===== src/rtl/swervolf_sw_debounce_if.sv =====
// swervolf_sw_debounce_if
//   Switch-debouncer signal bundle between the board pads/CSR side and the
//   debouncer.
//   master : drives the raw pads (i_sw) and the event clear (i_evt_clr), and
//            observes the filtered state, strobes, events and irq.
//   slave  : the debouncer itself.
//   i_sw      [WIDTH] raw switch pads, asynchronous to clk
//   o_sw      [WIDTH] debounced switch state
//   o_rise    [WIDTH] one-cycle strobe on a debounced 0->1 change
//   o_fall    [WIDTH] one-cycle strobe on a debounced 1->0 change
//   i_evt_clr [WIDTH] write-1-to-clear for o_evt
//   o_evt     [WIDTH] sticky per-bit change flags
//   o_irq     [1]     OR of o_evt
interface swervolf_sw_debounce_if #(
  parameter int WIDTH = 16
) ();
  logic [WIDTH-1:0] i_sw;
  logic [WIDTH-1:0] o_sw;
  logic [WIDTH-1:0] o_rise;
  logic [WIDTH-1:0] o_fall;
  logic [WIDTH-1:0] i_evt_clr;
  logic [WIDTH-1:0] o_evt;
  logic             o_irq;

  modport master (
    output i_sw, i_evt_clr,
    input  o_sw, o_rise, o_fall, o_evt, o_irq
  );

  modport slave (
    input  i_sw, i_evt_clr,
    output o_sw, o_rise, o_fall, o_evt, o_irq
  );
endinterface


===== src/rtl/swervolf_sw_debounce.sv =====
// swervolf_sw_debounce
//   Per-bit debouncer and edge detector for the board slide switches feeding
//   the SweRVolf GPIO input. Raw pads pass through a two-flop synchroniser,
//   then each bit is filtered: the debounced value only follows the
//   synchronised input after it has differed for STABLE_TICKS consecutive
//   ticks of a shared free-running prescaler.
//   Ports:
//     clk  core clock
//     rst  asynchronous active-high reset
//     bus  swervolf_sw_debounce_if.slave (i_sw, o_sw, o_rise, o_fall,
//          i_evt_clr, o_evt, o_irq)
//   Parameters: WIDTH, PRESCALE (>=1), STABLE_TICKS (>=1).
//   Optional feature macro SW_DEBOUNCE_EVT_EN: when defined, sticky per-bit
//   event flags (set by rise/fall, write-1-to-clear, set wins) and o_irq are
//   built; otherwise o_evt/o_irq are tied to 0 and i_evt_clr is ignored.
module swervolf_sw_debounce #(
  parameter int WIDTH        = 16,
  parameter int PRESCALE     = 50000,
  parameter int STABLE_TICKS = 10
) (
  input  logic                   clk,
  input  logic                   rst,
  swervolf_sw_debounce_if.slave  bus
);

  // PRESCALE=1 would give a zero-width counter; keep one bit, it never leaves 0.
  localparam int PW = (PRESCALE > 1) ? $clog2(PRESCALE) : 1;
  localparam int CW = $clog2(STABLE_TICKS + 1);
  localparam logic [PW-1:0] PRE_LAST = PW'(PRESCALE - 1);
  localparam logic [CW-1:0] CNT_LAST = CW'(STABLE_TICKS - 1);

  logic [WIDTH-1:0]         sync1_q;
  logic [WIDTH-1:0]         sync2_q;
  logic [PW-1:0]            pre_q, pre_d;
  logic                     tick;
  logic [WIDTH-1:0][CW-1:0] cnt_q, cnt_d;
  logic [WIDTH-1:0]         sw_q, sw_d;
  logic [WIDTH-1:0]         rise_q, rise_d;
  logic [WIDTH-1:0]         fall_q, fall_d;

  always_comb begin
    tick  = (pre_q == PRE_LAST);
    pre_d = tick ? '0 : pre_q + PW'(1);
  end

  // A bit that matches the filtered value clears its counter every cycle, so
  // any bounce back restarts filtering from scratch.
  always_comb begin
    cnt_d  = cnt_q;
    sw_d   = sw_q;
    rise_d = '0;
    fall_d = '0;
    for (int i = 0; i < WIDTH; i++) begin
      if (sync2_q[i] == sw_q[i]) begin
        cnt_d[i] = '0;
      end else if (tick) begin
        if (cnt_q[i] == CNT_LAST) begin
          cnt_d[i]  = '0;
          sw_d[i]   = sync2_q[i];
          rise_d[i] = sync2_q[i];
          fall_d[i] = ~sync2_q[i];
        end else begin
          cnt_d[i] = cnt_q[i] + CW'(1);
        end
      end
    end
  end

  always_ff @(posedge clk or posedge rst) begin
    if (rst) begin
      sync1_q <= '0;
      sync2_q <= '0;
      pre_q   <= '0;
      cnt_q   <= '0;
      sw_q    <= '0;
      rise_q  <= '0;
      fall_q  <= '0;
    end else begin
      sync1_q <= bus.i_sw;
      sync2_q <= sync1_q;
      pre_q   <= pre_d;
      cnt_q   <= cnt_d;
      sw_q    <= sw_d;
      rise_q  <= rise_d;
      fall_q  <= fall_d;
    end
  end

  assign bus.o_sw   = sw_q;
  assign bus.o_rise = rise_q;
  assign bus.o_fall = fall_q;

`ifdef SW_DEBOUNCE_EVT_EN
  logic [WIDTH-1:0] evt_q, evt_d;

  // Set is ORed in after the clear so a strobe in the clear cycle survives.
  always_comb begin
    evt_d = (evt_q & ~bus.i_evt_clr) | rise_q | fall_q;
  end

  always_ff @(posedge clk or posedge rst) begin
    if (rst) begin
      evt_q <= '0;
    end else begin
      evt_q <= evt_d;
    end
  end

  assign bus.o_evt = evt_q;
  assign bus.o_irq = |evt_q;
`else
  logic unused_evt_clr;

  assign unused_evt_clr = ^bus.i_evt_clr;
  assign bus.o_evt      = '0;
  assign bus.o_irq      = 1'b0;
`endif

endmodule

===== src/flat_wrapper.sv =====
// flat-port wrapper written by rule: the top's interface ports become plain ports
module swervolf_sw_debounce_flat 
#(
  parameter int WIDTH        = 16,
  parameter int PRESCALE     = 50000,
  parameter int STABLE_TICKS = 10
)
  (clk, rst, bus_i_sw, bus_i_evt_clr, bus_o_sw, bus_o_rise, bus_o_fall, bus_o_evt, bus_o_irq);
  swervolf_sw_debounce_if #(.WIDTH(WIDTH)) bus_i ();
  input  logic clk;
  input  logic rst;
  input wire logic [$bits(bus_i.i_sw)-1:0] bus_i_sw;
  input wire logic [$bits(bus_i.i_evt_clr)-1:0] bus_i_evt_clr;
  output wire logic [$bits(bus_i.o_sw)-1:0] bus_o_sw;
  output wire logic [$bits(bus_i.o_rise)-1:0] bus_o_rise;
  output wire logic [$bits(bus_i.o_fall)-1:0] bus_o_fall;
  output wire logic [$bits(bus_i.o_evt)-1:0] bus_o_evt;
  output wire logic [$bits(bus_i.o_irq)-1:0] bus_o_irq;
  assign bus_i.i_sw = bus_i_sw;
  assign bus_i.i_evt_clr = bus_i_evt_clr;
  assign bus_o_sw = bus_i.o_sw;
  assign bus_o_rise = bus_i.o_rise;
  assign bus_o_fall = bus_i.o_fall;
  assign bus_o_evt = bus_i.o_evt;
  assign bus_o_irq = bus_i.o_irq;
  swervolf_sw_debounce #(.WIDTH(WIDTH), .PRESCALE(PRESCALE), .STABLE_TICKS(STABLE_TICKS)) u_core (.clk(clk), .rst(rst), .bus(bus_i));
endmodule

===== config.mk =====
export PLATFORM = sky130hd
export DESIGN_NAME = swervolf_sw_debounce_flat
export DESIGN_NICKNAME = d
export VERILOG_FILES = /design/src/rtl/swervolf_sw_debounce_if.sv /design/src/rtl/swervolf_sw_debounce.sv /design/src/flat_wrapper.sv
export SDC_FILE = /design/constraint.sdc
export NUM_CORES = 1
export LEC_CHECK = 0
export CAP_MARGIN = 20
export CELL_PAD_IN_SITES_DETAIL_PLACEMENT = 1
export CELL_PAD_IN_SITES_GLOBAL_PLACEMENT = 1
export CORE_MARGIN = 2
export CORE_UTILIZATION = 35
export CTS_BUF_LIST = sky130_fd_sc_hd__clkbuf_8
export CTS_CLUSTER_SIZE = 25
export DETAILED_ROUTE_END_ITERATION = 8
export GPL_ROUTABILITY_DRIVEN = 0
export PLACE_DENSITY = 0.74
export REMOVE_ABC_BUFFERS = 1
export SLEW_MARGIN = 20
export SYNTH_ARGS = -nofsm -noshare
export SYNTH_HDL_FRONTEND = slang
export SYNTH_SLANG_ARGS = --single-unit

===== constraint.sdc =====
create_clock -name clk -period 5.8 [get_ports clk]
set_input_delay 0.87 -clock clk [delete_from_list [all_inputs] [get_ports clk]]
set_output_delay 0.87 -clock clk [all_outputs]
set_load 0.005 [all_outputs]

* Yosys cells after proc, flatten, opt, wreduce, memory -nomap -nowiden
Index checks and enable logic that the tools add are counted.
** Storage, ports and cells
- Register bits after elaboration :: 160
- Bits of input ports :: 34
- Logic and storage cells :: 296
** Cells by class
- $add $sub $neg :: 17
- Eq/ne operators :: 33
- Mux-type cells :: 145
- Bitwise operators :: 32
- Reductions and logical operators :: 32
** Operators with widths (count)
- 4-bit 2-to-1 mux :: 48
- 1-bit 2-to-1 mux :: 96
- 4-bit by 1-bit adder with 4-bit output (second input constant) :: 16
- 4-bit == test (second input constant) :: 16
- 3-bit AND reduction :: 16
- 1-bit inverter :: 32
- 2-bit nonzero test :: 16
- 16-bit by 1-bit adder with 16-bit output (second input constant) :: 1
- 1-bit == test :: 16
- 16-bit == test (second input constant) :: 1
- 16-bit 2-to-1 mux :: 1

* Longest topological paths before layout
Gate-level depths: netlist of run 1.
- Depth after elaboration :: 4
- Gate-level depth with buffers :: 7
- Mapped depth without buffers :: 6

* Least setup slack after synthesis of run 1
OpenSTA, ideal clock, no wires.
- Path type :: flip-flop to flip-flop
- From :: register u_core.pre_q[0]
- To :: register u_core.cnt_q[11] (netlist name)
- Setup time :: 82 ps
- Arrival time :: 1739 ps
- Data required time :: 5718 ps
- Setup slack :: 3979 ps
- Stages on the path, launching flop included :: 7
- Path buffers :: 1
- Clock period less this slack :: 1821 ps
- Cell sequence :: dfrtp_1 -> ha_1 -> and3_1 -> nand4_4 -> buf_6 -> or4b_1 -> a31oi_1
** On the way
- Word-level cells in the longest chain between the ends :: 2
** Ends and longest elaborated chain
- start, declared :: line swervolf_sw_debounce.sv:34 : logic [PW-1:0] pre_q, pre_d;
- start signal, assigned :: line swervolf_sw_debounce.sv:81 : pre_q <= pre_d;
- 16-bit == test :: line swervolf_sw_debounce.sv:42 : tick = (pre_q == PRE_LAST);
- 2-bit nonzero test (no source line)
- end signal, assigned :: line swervolf_sw_debounce.sv:82 : cnt_q <= cnt_d;
- end, declared :: line swervolf_sw_debounce.sv:36 : logic [WIDTH-1:0][CW-1:0] cnt_q, cnt_d;
No other way between the ends.
A chain may end at the register's enable or synchronous reset.

* Worst setup path in the final report of run 1
- From :: register u_core.pre_q[0]
- To :: register u_core.cnt_q[19] (netlist name)
Same word-level chain as after synthesis.

==> results_dict.tcl, run 1 <==
set metrics [dict create \
    outcome "completed" \
    period_needed_ps 2800 \
    cts_hold_buffers 0 \
    first_pass_grt_wire_length_um 26500 \
    clock-root-buffer "clkbuf_8" \
    grt_start_max_net_pins 122 \
    fp.dieArea_um2 21500 \
    die-width_um 147 \
    drt_wl_total_um 15400 \
    worst_clock_skew_ps 15.1 \
    cp_max_fo 80 \
    port_buffers 65 \
    n_antenna_cell 0 \
    post_drt_antenna_nets 0 \
    fin_setup_tns_ps 0 \
    row_count 52 \
    clk_path_buf_depth 2 \
    yosys_warnings 0 \
    grt_antenna_before_repair 0 \
    effective_utilization_at_floorplan_pct 35.4 \
    timing.rr.start "u_core.pre_q[0]$_DFF_PP0_" \
    worst-setup-path-type "flop to flop" \
    fmax_mhz 357 \
    post-cts-setup-buffer-count 0 \
    synth_enable_flop_cells 0 \
    synth_area_per_cell_um2 11.0 \
    die_height_um 147 \
    number_of_resized_instances_in_the_post_cts_repair_step 0 \
    area_growth_syn_to_layout_pct 18.0 \
    finalHoldWorstSlack_ps 352 \
    layoutNonFillerInstCount 997 \
    timing_worst_slew_pin_value_ps 916 \
    detail_route.first_pass.iterations 4 \
    final_core_utilization_pct 41.7 \
    worst_setup_path_end_kind "flop" \
    cts_tree "yes" \
    cts.sinks 160 \
    synth_seq_area_share_pct 56.3 \
    tritoncts_buffer_count 17 \
    grt_use_total_pct 15.0 \
    synthArstFlopShare_pct 100 \
    worst_setup_sp_type "flop" \
    wire_per_inst_um 15.5 \
    route.detailed.vias_per_inst 5.07 \
    syn-cell-area_um2 7110 \
    max_slew_margin_pct 38.9 \
    drive_above_1_share_pct 7.98 \
    synth_cell_type_count 34 \
    share_of_the_cycle_needed_by_the_critical_path_after_routing_pct 48.3 \
    via_count 5055 \
    cp_data_required_time_ps 6160 \
    postSynthCellCount 645 \
    max-cap-violations 0 \
    core_region_area_um2 20100 \
    fin_nets 781 \
    rsz0062_at_grt "no" \
    dp.final_hpwl_um 10200 \
    setup-violations-final 0 \
    worstHoldStart "u_core.sync1_q[5]$_DFF_PP0_" \
    overflow_left_after_global_routing 0 \
    cp_data_arrival_time_ps 3160 \
    top_level_ports 99 \
    holdCritPathClass "flop to flop" \
    timing.critical_path.from "u_core.pre_q[0]$_DFF_PP0_" \
    dominantRegCellSynth "dfrtp_1" \
    drv_slew 0 \
    dp_cells 965 \
    ir_worst_vdd_mv 0.127 \
    timing.reg2reg.worst_path_depth 6 \
    detail_route.iter0.violations 245 \
    power.density_cell_area_nw_per_um2 244 \
    grt_pass1_vias 5535 \
    power_w 0.00204 \
    worstHoldPathCells 0 \
    insertion_delay_ps 460 \
    timing_hold_violations_final 0 \
    postSynthRegisterBits 160 \
    clkTransAtPathRegs_ps 80 \
    leakage_nw 3.46 \
    clock_tree.htree_level_count 4 \
    drc 0 \
]
## flip-flops by register name, indices dropped and copies added, names as in the netlist
signal and flops:
u_core.pre_q 16, u_core.cnt_q 64, u_core.bus.o_sw 16, u_core.bus.o_rise 16, u_core.bus.o_fall 16, u_core.sync2_q 16, u_core.sync1_q 16
## worst paths after layout
path                       slack, ps                             end
max                             3000    u_core.cnt_q[19]$_DFFE_PP0P_
min                              350     u_core.sync2_q[5]$_DFF_PP0_
max reg2reg                     3000    u_core.cnt_q[19]$_DFFE_PP0P_
min reg2reg                      350     u_core.sync2_q[5]$_DFF_PP0_
max in group asynchronous       3780    u_core.cnt_q[18]$_DFFE_PP0P_
min in group asynchronous        990  u_core.bus.o_fall[0]$_DFF_PP0_
## final cells by class
cell class | instances | area [µm²]
Sequential cell | 160 | 4000
Fill cell | 2196 | 11700
Clock inverter | 14 | 165
Clock buffer | 18 | 248
Tap cell | 270 | 338
Multi-Input combinational cell | 433 | 2830
Timing Repair Buffer | 67 | 666
Inverter | 35 | 139
## metrics by stage
| stage | worst slack, ps | cell area (µm²) |
|---|---|---|
| detailed placement | 3000 | 7980 |
| CTS | 2980 | 8390 |
| global route | 2800 | 8390 |
| global placement | 3130 | 7980 |
| finish | 3000 | 8390 |
| floorplan | 610 | 6970 |
## metal layers
layer	GRT usage [%]	routed length [µm]
met2	27.9	8420
met5	0	0
met4	3.59	125
met3	3.69	432
met1	17.2	6430
## layout by cell type, fill, tap and decap left out, types with 4 or more instances in the layout
master and count:
dfrtp_1 160, nand2_1 77, clkdlybuf4s50_1 65, a21oi_1 49
inv_1 37, nor2_1 33, or3_1 33, ha_1 33
nor3b_1 32, o21ai_0 28, xnor2_1 24, clkbuf_8 18
conb_1 17, mux2_2 16, nand3_1 15, or4_1 14
or4b_1 10, a31oi_1 10, a31o_2 6, a41oi_1 6
a311oi_1 6, nand4_1 5, clkinvlp_4 5, xor2_1 4
## Yosys cell counts (2+ instances only)
cell	count	area, µm²
a311oi_1	6	52.6
buf_4	19	143
xor2_1	4	35.0
dfrtp_1	160	4000
nor3b_1	32	240
nand3_1	15	75.1
a21oi_1	49	245
a31oi_1	10	62.6
and3_1	2	12.5
nand4b_1	3	26.3
clkbuf_1	11	41.3
ha_1	33	413
nor3_1	3	15.0
or4b_1	10	100
nand4_1	5	31.3
xnor2_1	24	210
mux2_2	16	180
or4_1	14	105
a41oi_1	6	52.6
nand2_1	77	289
inv_1	35	131
buf_2	2	10.0
nor4b_4	2	47.6
nor2_1	33	124
or3_1	33	206
a31o_2	6	52.6
o21ai_0	28	140
## power by group
part	leakage [nW]	switching, W	internal, W
combinational	1.11	0.0000332	0.0000160
sequential	2.15	0.00000805	0.00113
clock	0.202	0.000425	0.000436
total	3.46	0.000466	0.00158
## worst max-delay path, cell delays in order (launching register included)
cell and delay (ps):
dfrtp_1 400, ha_1 220, and3_1 320, nand4_4 430, buf_4 500, or4b_1 590, a31oi_1 210
## kinds of logic (layout without fill, tap and decap cells)
| logic type | after synthesis | count (layout) | synth area share (%) |
|---|---|---|---|
| DFF | 160 | 160 | 56.3 |
| AOI/OAI and AO/OA | 105 | 105 | 8.51 |
| buffers and inverters | 68 | 134 | 4.73 |
| other | 1 | 17 | 0.0527 |
| and+or+nand+nor | 234 | 234 | 18.6 |
| adders and majority gates | 33 | 33 | 5.80 |
| muxes | 16 | 16 | 2.53 |
| xor gates and xnor gates | 28 | 28 | 3.45 |
(Power assumes the default switching activity.)
==> run 2, diff against run 1 <==
- PLACE_DENSITY: 0.74 -> 0.76
- clock period: 5.8 -> 2.51 ns (I/O delays scaled with it)
==> run 2 against run 1 <==
  * Count of clock-buffer cells in the layout grew 1
  * Fmax up 31%
  * Setup slack lost 2600 ps
  * Non-clock buffer count up 5
  * Final area is 1.0% higher
  * Sequential share of layout area shrank 0.48 points
  * Global-route usage down 0.80 points
  * Clock power up 120%
  * Clock skew barely moved
  * Register-to-register slack got worse by 2600 ps
  * Via count is 1.1% lower
  * Largest cell class unchanged
  * Highest routed layer unchanged
==> results_dict.tcl, run 2 (synthesis results as in run 1) <==
set metrics [dict create \
    timing.reg2reg.worst_path_depth 6 \
    rsz0062_at_grt "no" \
    cp_data_arrival_time_ps 2520 \
    worstPathCellList "ha_1 > and3_1 > nand4_4 > buf_12 > or4b_1 > a31oi_1" \
    slowest_stage "or4b_1" \
    drc 0 \
    finalHoldWorstSlack_ps 302 \
    fin_nets 786 \
    via_count 5000 \
    drt_wl_total_um 14100 \
    number_of_resized_instances_in_the_post_cts_repair_step 0 \
    detail_route.first_pass.iterations 4 \
    die-width_um 147 \
    row_count 52 \
    wire_per_inst_um 14.1 \
    grt_antenna_before_repair 0 \
    area_growth_syn_to_layout_pct 19.2 \
    tritoncts_buffer_count 17 \
    clock_tree.htree_level_count 4 \
    cts_tree "yes" \
    cp_data_required_time_ps 2900 \
    clock-root-buffer "clkbuf_8" \
    cp_max_fo 83 \
    timing.rr.start "u_core.pre_q[0]$_DFF_PP0_" \
    placedInstanceArea_um2 8090 \
    most-common-layout-cells "dfrtp_1, nand2_1, clkdlybuf4s50_1, a21oi_1, inv_1" \
    outcome "completed" \
    r2r-end "u_core.cnt_q[11]$_DFFE_PP0P_" \
    core_region_area_um2 20100 \
    worst_setup_sp_type "flop" \
    share_of_the_cycle_needed_by_the_critical_path_after_routing_pct 85.0 \
    power.density_cell_area_nw_per_um2 547 \
    period_needed_ps 2130 \
    post-cts-setup-buffer-count 0 \
    overflow_left_after_global_routing 0 \
    drive_above_1_share_pct 9.02 \
    die_height_um 147 \
    dp.final_hpwl_um 9470 \
    cpPeakStageDelay_ps 530 \
    worst-setup-path-type "flop to flop" \
    port_buffers 65 \
    n_antenna_cell 0 \
    worst_clock_skew_ps 14.8 \
    ir_worst_vdd_mv 0.313 \
    holdCritPathClass "primary input to asynchronous set/reset pin" \
    fp.dieArea_um2 21500 \
    rrSetupSlack_ps 380 \
    first_pass_grt_wire_length_um 24800 \
    leakage_nw 3.49 \
    effective_utilization_at_floorplan_pct 35.4 \
    drv_slew 0 \
    insertion_delay_ps 470 \
    fmax_mhz 469 \
    worst_setup_path_end_kind "flop" \
    grt_use_total_pct 14.2 \
    grt_start_max_net_pins 84 \
    detail_route.iter0.violations 206 \
    max-cap-violations 0 \
    post_drt_antenna_nets 0 \
    commonest_non_fill_non_tap_cell_in_the_layout "dfrtp_1" \
    setup-violations-final 0 \
    clkTransAtPathRegs_ps 90 \
    cts_hold_buffers 0 \
    top_level_ports 99 \
    timing_hold_violations_final 0 \
    cts.sinks 160 \
    largest-register "u_core.cnt_q" \
    clk_path_buf_depth 2 \
    grt_pass1_vias 5099 \
    largest_reg_flops 64 \
    route.detailed.vias_per_inst 4.99 \
    finish.instance_area_um2 8480 \
]
## run 2: power by group
part | leakage (nW) | internal (W) | switching [W] | total, W
Clock | 0.186 | 0.000853 | 0.00104 | 0.00189
Combinational | 1.16 | 0.0000452 | 0.0000782 | 0.000123
Sequential | 2.15 | 0.00260 | 0.0000190 | 0.00262
## run 2: routing by layer
metal / share of wire (%) / GRT usage [%]
met1: 46 / 17.9
met2: 49 / 23.5
met3: 3.3 / 3.62
met4: 1.7 / 5.44
met5: 0 / 0
## run 2: per-stage QoR
| stage | std cells | TNS (ps) | setup slack [ps] | util, % | power, W |
|---|---|---|---|---|---|
| after CTS | 1002 | 0 | 375 | 42.2 | 0.00473 |
| after global routing | 1002 | 0 | 220 | 42.2 | 0.00485 |
| after detailed placement | 970 | 0 | 390 | 40.2 | 0.00280 |
| after floorplan | 628 | -349830 | -2190 | - | 0.00273 |
| after global placement | 970 | 0 | 438 | 40.2 | 0.00280 |
| final | 1002 | 0 | 377 | 42.2 | 0.00464 |
## run 2: critical path, delay by kind of cell (launching register included)
kind                     cells  cell delay [ps]
AO/OA/AOI/OAI                1              180
buffers and inverters        1              230
adder cells (fa/ha/maj)      1              220
flip-flops                   1              400
AND/OR/NAND/NOR              3             1000
## run 2: final cells by class
type | count | area, µm²
Fill cell | 2233 | 11600
Sequential cell | 160 | 4000
Multi-Input combinational cell | 433 | 2830
Timing Repair Buffer | 72 | 778
Tap cell | 270 | 338
Clock buffer | 19 | 262
Inverter | 35 | 136
Clock inverter | 13 | 126
## run 2: worst max path at each step
stage               slack (ps)                              end                      start
floorplan                -2190   u_core.bus.o_fall[0]$_DFF_PP0_                        rst
global placement           440   u_core.bus.o_sw[9]$_DFFE_PP0P_  u_core.pre_q[0]$_DFF_PP0_
detailed placement         390  u_core.bus.o_sw[15]$_DFFE_PP0P_  u_core.pre_q[0]$_DFF_PP0_
CTS                        370  u_core.bus.o_sw[15]$_DFFE_PP0P_  u_core.pre_q[0]$_DFF_PP0_
global route               220     u_core.cnt_q[15]$_DFFE_PP0P_  u_core.pre_q[0]$_DFF_PP0_
finish                     380     u_core.cnt_q[11]$_DFFE_PP0P_  u_core.pre_q[0]$_DFF_PP0_
==> run 3, diff against run 2 <==
- clock period: 2.51 -> 1.9 ns (I/O delays scaled with it)
==> run 3 against run 2 <==
  * The flow now finishes with violations (setup timing)
  * Critical path depth up 1
  * First-iteration DRC count down 17%
  * Combinational power up 46%
  * Sequential share of layout area down 4.5 points
  * Core utilization up 4.4 points
  * Count of clock-buffer cells in the layout down 1
  * Final cell count up 5.3%
  * Die area unchanged
  * Clock skew up 0.56 ps
  * Global-route usage up 1.4 points
  * Sequential power up 32%
  * Routed wire length up 27%
  * Critical endpoint is now u_core.cnt_q[45]$_DFFE_PP0P_
  * Highest routed layer unchanged
==> results_dict.tcl, run 3 (synthesis results as in run 1) <==
set metrics [dict create \
    via_count 5352 \
    holdCritPathClass "primary input to asynchronous set/reset pin" \
    cp_data_arrival_time_ps 2450 \
    row_count 52 \
    share_of_the_cycle_needed_by_the_critical_path_after_routing_pct 108 \
    overflow_left_after_global_routing 0 \
    outcome "finished, violations left" \
    drv_slew 0 \
    timing.rr.start "u_core.pre_q[4]$_DFF_PP0_" \
    max_slew_margin_pct 52.3 \
    worst_setup_path_end_kind "flop" \
    cp_data_required_time_ps 2300 \
    clock_tree.htree_level_count 4 \
    die_height_um 147 \
    r2r-end "u_core.cnt_q[45]$_DFFE_PP0P_" \
    max-cap-violations 0 \
    timing.reg2reg.worst_path_depth 7 \
    top_level_ports 99 \
    effective_utilization_at_floorplan_pct 35.4 \
    cpPeakStageDelay_ps 430 \
    grt_start_max_net_pins 35 \
    die-width_um 147 \
    route.detailed.vias_per_inst 5.07 \
    ir_worst_vdd_mv 0.539 \
    leakage_nw 3.88 \
    final_core_utilization_pct 46.6 \
    slowest_stage "dfrtp_1" \
    drc 0 \
    fin_nets 839 \
    timing_hold_violations_final 0 \
    port_buffers 65 \
    dp.final_hpwl_um 10800 \
    setup-violations-final 53 \
    clk_path_buf_depth 2 \
    power.density_cell_area_nw_per_um2 653 \
    number_of_fill_cells_in_the_layout 2166 \
    fp.dieArea_um2 21500 \
    cp_max_fo 17 \
    worst_setup_sp_type "flop" \
    cts_tree "yes" \
    most-common-layout-cells "dfrtp_1, nand2_1, clkdlybuf4s50_1, inv_1, buf_4" \
    largest_reg_flops 64 \
    clkTransAtPathRegs_ps 100 \
    timing_worst_slew_pin_value_ps 710 \
    rsz0062_at_grt "yes" \
    period_needed_ps 2060 \
    detail_route.first_pass.iterations 4 \
    largest-register "u_core.cnt_q" \
    grt_pass1_vias 5538 \
    grt_antenna_before_repair 0 \
    wire_per_inst_um 17.0 \
    violations "setup timing" \
    detail_route.iter0.violations 170 \
    tritoncts_buffer_count 17 \
    first_pass_grt_wire_length_um 27200 \
    clock-root-buffer "clkbuf_8" \
    n_antenna_cell 0 \
    cts.sinks 160 \
    rrSetupSlack_ps -160 \
    drive_above_1_share_pct 24.1 \
    core_region_area_um2 20100 \
    post_drt_antenna_nets 0 \
    cts_hold_buffers 0 \
    insertion_delay_ps 470 \
    grt_use_total_pct 15.6 \
    area_growth_syn_to_layout_pct 31.7 \
    fmax_mhz 486 \
    drt_wl_total_um 18000 \
    worst_clock_skew_ps 15.4 \
    critPathBufInv 3 \
    worst-setup-path-type "flop to flop" \
    cell_class_contributing_the_biggest_share_of_worst_path_delay "simple AND/OR/NAND/NOR gates" \
    commonest_non_fill_non_tap_cell_in_the_layout "dfrtp_1" \
    fin_setup_tns_ps -5090 \
    worstPathCellList "nor4b_4 > nand4_4 > buf_6 > buf_4 > clkbuf_16 > or3_4 > a21oi_1" \
    layout_setup_ws_ps -157 \
]
==> run 3: cell types whose count changed in the layout (fill, tap and decap cells not counted), sizes merged <==
cell	change
buf	+47
clkbuf	+5
clkinv	-1
clkinvlp	+1
inv	+1
==> run 3: stage by stage <==
| stage | hold slack [ps] | instance area (µm²) | cells | setup slack [ps] | power, W |
|---|---|---|---|---|---|
| global route | 172 | 9370 | 1055 | -237 | 0.00637 |
| global placement | 331 | 8380 | 1007 | 4.60 | 0.00370 |
| floorplan | 316 | 6970 | 628 | -2700 | 0.00361 |
| detailed placement | 337 | 8380 | 1007 | -111 | 0.00371 |
| finish | 168 | 9370 | 1055 | -157 | 0.00612 |
| CTS | 171 | 8870 | 1041 | -116 | 0.00618 |
==> run 3: timing repair <==
item | CTS | global route
cloned | 1 | 7
pin swaps | 3 | 40
setup buffers | 1 | 8
endpoints found under the hold margin | 0 | 0
setup endpoints to repair | 31 | 78
resized for setup | 17 | 73
==> run 3: worst max-delay path by stage <==
stage / cells past startpoint / from / end
2_1_floorplan: 1 / rst / u_core.bus.o_fall[0]$_DFF_PP0_
3_3_place_gp: 5 / u_core.pre_q[10]$_DFF_PP0_ / u_core.cnt_q[35]$_DFFE_PP0P_
3_5_place_dp: 5 / u_core.pre_q[4]$_DFF_PP0_ / u_core.cnt_q[39]$_DFFE_PP0P_
4_1_cts: 5 / u_core.pre_q[5]$_DFF_PP0_ / u_core.cnt_q[23]$_DFFE_PP0P_
5_1_grt: 6 / u_core.pre_q[4]$_DFF_PP0_ / u_core.cnt_q[38]$_DFFE_PP0P_
6_report: 7 / u_core.pre_q[4]$_DFF_PP0_ / u_core.cnt_q[45]$_DFFE_PP0P_
==> run 3: layer usage <==
| layer | track usage, % | vias to the layer above | share of wire [%] |
|---|---|---|---|
| met4 | 4.85 | 0 | 1.7 |
| met5 | 0 | - | 0 |
| met2 | 27.4 | 80 | 54 |
| met3 | 3.84 | 25 | 3.1 |
| li1 | - | 2481 | - |
| met1 | 19.0 | 2766 | 42 |
==> run 3: power by group <==
group | internal, W | leakage [nW] | total, W | switching [W]
combinational | 0.0000640 | 1.56 | 0.000180 | 0.000116
clock | 0.00109 | 0.179 | 0.00248 | 0.00139
sequential | 0.00344 | 2.15 | 0.00346 | 0.0000257
total | 0.00459 | 3.88 | 0.00612 | 0.00153
==> run 3: area by class of cell <==
type | instances | area (µm²) | share of cell area (%)
clock inverters | 14 | 130 | 1.39
flip-flops and latches | 160 | 4000 | 42.7
inverters | 35 | 136 | 1.46
repair buffers | 125 | 1370 | 14.6
multi-input cells | 433 | 3140 | 33.5
well taps | 270 | 338 | 3.61
clock buffers | 18 | 248 | 2.64
